===== config.mk =====
export PLATFORM = sky130hd
export DESIGN_NAME = uart_cmd_responder_flat
export DESIGN_NICKNAME = d
export VERILOG_FILES = /design/src/rtl/uart_cmd_responder_if.sv /design/src/rtl/uart_cmd_responder.sv /design/src/flat_wrapper.sv
export SDC_FILE = /design/constraint.sdc
export NUM_CORES = 1
export LEC_CHECK = 0
export ABC_AREA = 1
export BUFFER_PORTS_ARGS = -buffer_cell sky130_fd_sc_hd__buf_2
export CAP_MARGIN = 20
export CORE_ASPECT_RATIO = 2
export CORE_UTILIZATION = 35
export CTS_CLUSTER_SIZE = 28
export DETAILED_ROUTE_END_ITERATION = 10
export GPL_TIMING_DRIVEN = 0
export SLEW_MARGIN = 20
export SYNTH_ARGS = -nofsm -noshare
export SYNTH_HDL_FRONTEND = slang
export SYNTH_SLANG_ARGS = --single-unit
export TNS_END_PERCENT = 5

===== constraint.sdc =====
create_clock -name clock_sig -period 4.85 [get_ports clock_sig]
set_clock_uncertainty 0.1 [all_clocks]
set_input_delay 0.485 -clock clock_sig [delete_from_list [all_inputs] [get_ports clock_sig]]
set_output_delay 0.485 -clock clock_sig [all_outputs]
set_load 0.05 [all_outputs]

===== src/rtl/uart_cmd_responder_if.sv =====
// Handshake bundle for uart_cmd_responder: RX byte stream, TX byte stream, Avalon-MM master.
// master = responder side, slave = PHY/bus environment side.
interface uart_cmd_responder_if;
    logic        in_ready;
    logic        in_valid;
    logic [7:0]  in_data;
    logic [1:0]  in_error;
    logic        out_ready;
    logic        out_valid;
    logic [7:0]  out_data;
    logic [17:0] avm_address;
    logic        avm_read;
    logic        avm_write;
    logic [31:0] avm_writedata;
    logic [3:0]  avm_byteenable;
    logic [31:0] avm_readdata;
    logic        avm_waitrequest;
    logic        busy;

    modport master (
        output in_ready, out_valid, out_data, avm_address, avm_read, avm_write,
        output avm_writedata, avm_byteenable, busy,
        input  in_valid, in_data, in_error, out_ready, avm_readdata, avm_waitrequest
    );

    modport slave (
        input  in_ready, out_valid, out_data, avm_address, avm_read, avm_write,
        input  avm_writedata, avm_byteenable, busy,
        output in_valid, in_data, in_error, out_ready, avm_readdata, avm_waitrequest
    );
endinterface


===== src/rtl/uart_cmd_responder.sv =====
// UART command responder: parses 'W'/'R' frames, runs one Avalon-MM access, returns ACK/NAK/data.
// Optional trailing-checksum support is enabled by defining UART_CMD_RESPONDER_CHECKSUM_EN.
module uart_cmd_responder #(
    parameter int unsigned TIMEOUT_CYCLES = 5000000,
    parameter logic [7:0]  ACK_CODE       = 8'h06,
    parameter logic [7:0]  NAK_CODE       = 8'h15
) (
    input logic                  clock_sig,
    input logic                  reset_sig,
    uart_cmd_responder_if.master bus_io
);
    localparam logic [23:0] TimeoutLoad = 24'(TIMEOUT_CYCLES - 1);

    typedef enum logic [2:0] {
        StIdle,
        StAddr,
        StData,
`ifdef UART_CMD_RESPONDER_CHECKSUM_EN
        StChk,
`endif
        StBus,
        StResp
    } state_e;

    state_e      state_q, state_d;
    logic        op_wr_q, op_wr_d;
    logic [15:0] addr_q, addr_d;
    logic [31:0] wdata_q, wdata_d;
    logic [1:0]  cnt_q, cnt_d;
    logic [23:0] timer_q, timer_d;
    logic [31:0] resp_q, resp_d;
    logic [2:0]  left_q, left_d;
    logic [7:0]  out_data_q, out_data_d;
    logic [7:0]  rd_tail;
`ifdef UART_CMD_RESPONDER_CHECKSUM_EN
    logic [7:0]  chk_q, chk_d;
`endif

    logic rx_state, accept;
    assign rx_state = (state_q != StBus) && (state_q != StResp);
    assign accept   = rx_state && bus_io.in_valid;

`ifdef UART_CMD_RESPONDER_CHECKSUM_EN
    assign rd_tail = bus_io.avm_readdata[31:24] ^ bus_io.avm_readdata[23:16] ^
                     bus_io.avm_readdata[15:8]  ^ bus_io.avm_readdata[7:0];
`else
    assign rd_tail = 8'h00;
`endif

    always_comb begin
        state_d    = state_q;
        op_wr_d    = op_wr_q;
        addr_d     = addr_q;
        wdata_d    = wdata_q;
        cnt_d      = cnt_q;
        timer_d    = timer_q;
        resp_d     = resp_q;
        left_d     = left_q;
        out_data_d = out_data_q;
`ifdef UART_CMD_RESPONDER_CHECKSUM_EN
        chk_d      = chk_q;
`endif
        if (rx_state) begin
            if (accept) begin
                timer_d = TimeoutLoad;
`ifdef UART_CMD_RESPONDER_CHECKSUM_EN
                chk_d = (state_q == StIdle) ? bus_io.in_data : chk_q ^ bus_io.in_data;
`endif
                if (bus_io.in_error != 2'b00) begin
                    state_d = StIdle;
                end else begin
                    case (state_q)
                        StIdle: begin
                            cnt_d = 2'd0;
                            if (bus_io.in_data == 8'h57 || bus_io.in_data == 8'h52) begin
                                op_wr_d = (bus_io.in_data == 8'h57);
                                state_d = StAddr;
                            end else begin
                                out_data_d = NAK_CODE;
                                left_d     = 3'd0;
                                state_d    = StResp;
                            end
                        end
                        StAddr: begin
                            addr_d = {addr_q[7:0], bus_io.in_data};
                            cnt_d  = cnt_q + 2'd1;
                            if (cnt_q == 2'd1) begin
                                cnt_d = 2'd0;
                                if (op_wr_q) state_d = StData;
`ifdef UART_CMD_RESPONDER_CHECKSUM_EN
                                else state_d = StChk;
`else
                                else state_d = StBus;
`endif
                            end
                        end
                        StData: begin
                            wdata_d = {wdata_q[23:0], bus_io.in_data};
                            cnt_d   = cnt_q + 2'd1;
                            if (cnt_q == 2'd3) begin
`ifdef UART_CMD_RESPONDER_CHECKSUM_EN
                                state_d = StChk;
`else
                                state_d = StBus;
`endif
                            end
                        end
`ifdef UART_CMD_RESPONDER_CHECKSUM_EN
                        StChk: begin
                            if (bus_io.in_data == chk_q) begin
                                state_d = StBus;
                            end else begin
                                out_data_d = NAK_CODE;
                                left_d     = 3'd0;
                                state_d    = StResp;
                            end
                        end
`endif
                        default: state_d = StIdle;
                    endcase
                end
            end else if (state_q != StIdle) begin
                // Byte acceptance above wins over an expiring timer in the same cycle.
                if (timer_q == 24'd0) state_d = StIdle;
                else                  timer_d = timer_q - 24'd1;
            end
        end else if (state_q == StBus) begin
            if (!bus_io.avm_waitrequest) begin
                state_d = StResp;
                if (op_wr_q) begin
                    out_data_d = ACK_CODE;
                    left_d     = 3'd0;
                end else begin
                    out_data_d = bus_io.avm_readdata[31:24];
                    resp_d     = {bus_io.avm_readdata[23:0], rd_tail};
`ifdef UART_CMD_RESPONDER_CHECKSUM_EN
                    left_d     = 3'd4;
`else
                    left_d     = 3'd3;
`endif
                end
            end
        end else if (bus_io.out_ready) begin
            if (left_q == 3'd0) begin
                state_d = StIdle;
            end else begin
                out_data_d = resp_q[31:24];
                resp_d     = {resp_q[23:0], 8'h00};
                left_d     = left_q - 3'd1;
            end
        end
    end

    always_ff @(posedge clock_sig or posedge reset_sig) begin
        if (reset_sig) begin
            state_q    <= StIdle;
            op_wr_q    <= 1'b0;
            addr_q     <= 16'h0000;
            wdata_q    <= 32'h0;
            cnt_q      <= 2'd0;
            timer_q    <= 24'd0;
            resp_q     <= 32'h0;
            left_q     <= 3'd0;
            out_data_q <= 8'h00;
`ifdef UART_CMD_RESPONDER_CHECKSUM_EN
            chk_q      <= 8'h00;
`endif
        end else begin
            state_q    <= state_d;
            op_wr_q    <= op_wr_d;
            addr_q     <= addr_d;
            wdata_q    <= wdata_d;
            cnt_q      <= cnt_d;
            timer_q    <= timer_d;
            resp_q     <= resp_d;
            left_q     <= left_d;
            out_data_q <= out_data_d;
`ifdef UART_CMD_RESPONDER_CHECKSUM_EN
            chk_q      <= chk_d;
`endif
        end
    end

    assign bus_io.in_ready       = rx_state;
    assign bus_io.busy           = (state_q != StIdle);
    assign bus_io.out_valid      = (state_q == StResp);
    assign bus_io.out_data       = out_data_q;
    assign bus_io.avm_address    = {addr_q, 2'b00};
    assign bus_io.avm_read       = (state_q == StBus) && !op_wr_q;
    assign bus_io.avm_write      = (state_q == StBus) && op_wr_q;
    assign bus_io.avm_writedata  = wdata_q;
    assign bus_io.avm_byteenable = 4'hF;
endmodule


===== src/flat_wrapper.sv =====
// flat-port wrapper written by rule: the top's interface ports become plain ports
module uart_cmd_responder_flat 
#(
    parameter int unsigned TIMEOUT_CYCLES = 5000000,
    parameter logic [7:0]  ACK_CODE       = 8'h06,
    parameter logic [7:0]  NAK_CODE       = 8'h15
)
  (clock_sig, reset_sig, bus_io_in_ready, bus_io_out_valid, bus_io_out_data, bus_io_avm_address, bus_io_avm_read, bus_io_avm_write, bus_io_avm_writedata, bus_io_avm_byteenable, bus_io_busy, bus_io_in_valid, bus_io_in_data, bus_io_in_error, bus_io_out_ready, bus_io_avm_readdata, bus_io_avm_waitrequest);
  uart_cmd_responder_if bus_io_i ();
  input logic clock_sig;
  input logic reset_sig;
  output wire logic [$bits(bus_io_i.in_ready)-1:0] bus_io_in_ready;
  output wire logic [$bits(bus_io_i.out_valid)-1:0] bus_io_out_valid;
  output wire logic [$bits(bus_io_i.out_data)-1:0] bus_io_out_data;
  output wire logic [$bits(bus_io_i.avm_address)-1:0] bus_io_avm_address;
  output wire logic [$bits(bus_io_i.avm_read)-1:0] bus_io_avm_read;
  output wire logic [$bits(bus_io_i.avm_write)-1:0] bus_io_avm_write;
  output wire logic [$bits(bus_io_i.avm_writedata)-1:0] bus_io_avm_writedata;
  output wire logic [$bits(bus_io_i.avm_byteenable)-1:0] bus_io_avm_byteenable;
  output wire logic [$bits(bus_io_i.busy)-1:0] bus_io_busy;
  input wire logic [$bits(bus_io_i.in_valid)-1:0] bus_io_in_valid;
  input wire logic [$bits(bus_io_i.in_data)-1:0] bus_io_in_data;
  input wire logic [$bits(bus_io_i.in_error)-1:0] bus_io_in_error;
  input wire logic [$bits(bus_io_i.out_ready)-1:0] bus_io_out_ready;
  input wire logic [$bits(bus_io_i.avm_readdata)-1:0] bus_io_avm_readdata;
  input wire logic [$bits(bus_io_i.avm_waitrequest)-1:0] bus_io_avm_waitrequest;
  assign bus_io_in_ready = bus_io_i.in_ready;
  assign bus_io_out_valid = bus_io_i.out_valid;
  assign bus_io_out_data = bus_io_i.out_data;
  assign bus_io_avm_address = bus_io_i.avm_address;
  assign bus_io_avm_read = bus_io_i.avm_read;
  assign bus_io_avm_write = bus_io_i.avm_write;
  assign bus_io_avm_writedata = bus_io_i.avm_writedata;
  assign bus_io_avm_byteenable = bus_io_i.avm_byteenable;
  assign bus_io_busy = bus_io_i.busy;
  assign bus_io_i.in_valid = bus_io_in_valid;
  assign bus_io_i.in_data = bus_io_in_data;
  assign bus_io_i.in_error = bus_io_in_error;
  assign bus_io_i.out_ready = bus_io_out_ready;
  assign bus_io_i.avm_readdata = bus_io_avm_readdata;
  assign bus_io_i.avm_waitrequest = bus_io_avm_waitrequest;
  uart_cmd_responder #(.TIMEOUT_CYCLES(TIMEOUT_CYCLES), .ACK_CODE(ACK_CODE), .NAK_CODE(NAK_CODE)) u_core (.clock_sig(clock_sig), .reset_sig(reset_sig), .bus_io(bus_io_i));
endmodule

==> run metrics <==
clk_lat worst skew=approximately 420 ps; FMAX=roughly 430 MHz; Longest Clk Path Bufs=2; routability cong.=between 0.8 and 0.9; CP top delay family=flip-flops; DRC errors left=0; synth warn=0; worst hold slack=-1.96 ps; Syn Inst Count=704; highest signal layer in the routed design=met4; Least-Margin Pin Slew=about 500 ps; critical path's slowest cell=dfrtp_1; critical path class=flop to primary output; Synth async-reset ratio=100%; GR Overflow Total=0; flops & latches, synth=~110; final period utilization=47.9%; Detailed Routing Iterations Pass 1=4; HPWL Detailed=11700 microns; starting DRC count in detailed routing=199; pwr dens=approximately 500 nW/um^2; vias per cell=around 4.7; Worst setup SP type=flop; Die Ht=~180 microns; Slew HR=roughly 67%; final WL=approximately 15000 microns; Post-synth EDFFs=0; Seq/Total Area, Yosys=between 40% and 50%; CTS Hold Bufs=0; layout cells sized above 1=between 20% and 30%; htree depth=4; predominant post-synthesis flop cell=dfrtp_1; CTS root buf=clkbuf_16; max cap viols=0; critical path required time=roughly 4300 ps; max incr delay on CP=460 ps; minimum clock period=approximately 2300 ps; total die area=16800 sq um; number of global-route vias before repair=around 5000; drt wl/cell=between 10 and 15 microns; max-slew violation count=0; Critical R2R Capture=u_core.timer_q[9]; Pwr Total=about 0.0036 W; Crit path buffers/inverters=2; failing checks=hold timing; Layout Nets=slightly below 900; CTS buffer count=17; Setup crit start=u_core.state_q[2]; final hold violation count=3; r2r setup slk=~2700 ps; Resized Gates After CTS=0; wl on met1=5220 microns; met3 routed WL=slightly below 500 microns; RSZ-0062 raised after global routing=false; placed cells=between 1000 and 1500; P&R area growth vs syn=25.4%; clock transition at the registers of the reported paths=60 ps; TritonCTS clock tree=built; largest net degree at the start of global routing=64; Distinct cells, synth=36; CTS sink cnt=113; Post-Syn Area per Cell=8.10 sq um; met2 WL=approximately 8800 microns; Post-CTS Setup Inserts=0; worst path cell trace=inv_2, nand3_4, nor2_4, buf_2; first-pass GRT wire length=about 24000 microns; CP max FO=9; post-route ant nets=0; Initial Utilization=35.9%; worst hold path type=input port to asynchronous set/reset pin; initial antenna violation count=2; Worst R2R Path Depth=9; Post-Syn Area=approximately 5700 sq um; Setup-failing EPs final=0; worst path arrival time=between 1500 and 2000 ps; die width=just over 90 microns; status=complete, but fails checks; via count=4985; core region area=roughly 16000 sq um; # port buffers=107; worst r2r src=u_core.timer_q[9]; critical path capture point=bus_io_avm_read; number of placement rows=65; IO Count=114; CP Capture Type=primary output; maximum vdd ir drop=between 0.3 and 0.4 mV; non-filler cells, final=about 1100; Tot GR Track Use=19.1%; leak pwr=roughly 3.7 nW; fillers=roughly 1600; Crit path depth=4
final cells by class:
| class | count | area, sq um | share of cell area (%) |
|---|---|---|---|
| plain buffers | 33 | 175 | 2.45 |
| repair buffers | 108 | 563 | 7.88 |
| clock inverters | 12 | 159 | 2.22 |
| clock buffers | 20 | 447 | 6.25 |
| flip-flops and latches | 113 | 2830 | 39.6 |
| diodes | 2 | 5.00 | 0.0701 |
| well taps | 201 | 251 | 3.52 |
| multi-input cells | 493 | 2450 | 34.3 |
| inverters | 69 | 264 | 3.70 |
cells in the mapped netlist (5+ instances only):
master    instances  area [sq um]
nand2_1         182           683
dfrtp_1         113          2830
nor2_1           88           330
inv_1            65           244
o21ai_0          61           305
nand3_1          45           225
a21oi_1          26           130
buf_2            17          85.1
mux2_2           13           146
nand4_1          11          68.8
o21ai_1          10          50.1
o21bai_1          9          67.6
xor2_1            9          78.8
buf_4             8          60.1
ha_1              7          87.6
clkbuf_1          5          18.8
xnor2_1           5          43.8
power breakdown:
| part | switching, W | internal, W | total (W) |
|---|---|---|---|
| Combinational | 0.000734 | 0.000324 | 0.00106 |
| Clock | 0.000456 | 0.000823 | 0.00128 |
| Sequential | 0.000146 | 0.00115 | 0.00129 |
cell usage in the layout (no fill, tap or decap), drive strengths merged, types with 3 or more instances in the layout:
| cell | instances |
|---|---|
| buf | 136 |
| clkinv | 6 |
| a21oi | 26 |
| dfrtp | 113 |
| nand2 | 184 |
| conb | 6 |
| nor2 | 91 |
| inv | 70 |
| xor2 | 9 |
| xnor2 | 5 |
| clkbuf | 25 |
| o21ai | 71 |
| o21bai | 9 |
| ha | 7 |
| bufinv | 3 |
| nand4 | 11 |
| nand3 | 47 |
| mux2 | 17 |
how the worst min path moves through the flow:
stage / startpoint / endpoint / slack (ps)
global placement: u_core.bus_io.out_data[0] / u_core.bus_io.out_data[0] / 350
global route: reset_sig / u_core.addr_q[11] / 40
CTS: reset_sig / u_core.addr_q[14] / 10
finish: reset_sig / u_core.addr_q[15] / -2
detailed placement: u_core.bus_io.out_data[7] / u_core.bus_io.out_data[7] / 360
floorplan: u_core.left_q[1] / u_core.left_q[1] / 340
state kept, by name (all words and copies together), names as in the netlist:
name	count
u_core.bus_io.out_data	8
u_core.bus_io.avm_writedata	32
u_core.left_q	3
u_core.resp_q	24
u_core.cnt_q	2
u_core.addr_q	16
u_core.timer_q	24
u_core.state_q	3
u_core.op_wr_q	1
stage by stage:
| stage | util [%] | setup TNS [ps] | setup slack [ps] | instance area (sq um) |
|---|---|---|---|---|
| final | 45.0 | 0 | 2530 | 7140 |
| after global routing | 45.0 | 0 | 2400 | 7140 |
| after CTS | 45.0 | 0 | 2510 | 7140 |
| after detailed placement | 41.2 | 0 | 2700 | 6530 |
| after global placement | 41.0 | -20780 | -191 | 6500 |
| after floorplan | - | 0 | 1280 | 5710 |
kinds of logic after synthesis:
family | after synthesis | share of synthesized area (%)
compound gates | 111 | 10.4
xor+xnor | 14 | 2.15
fa+ha+maj | 7 | 1.54
buf+inv | 102 | 7.62
flops | 113 | 49.6
mux | 17 | 3.36
other cells | 2 | 0.132
simple gates | 338 | 25.1
per-layer routing:
metal	global-route usage [%]	up-vias
li1	-	2517
met1	17.7	2322
met2	37.1	115
met3	4.54	31
met4	10.8	0
met5	0	-
Power figures use the tool's default switching activity.
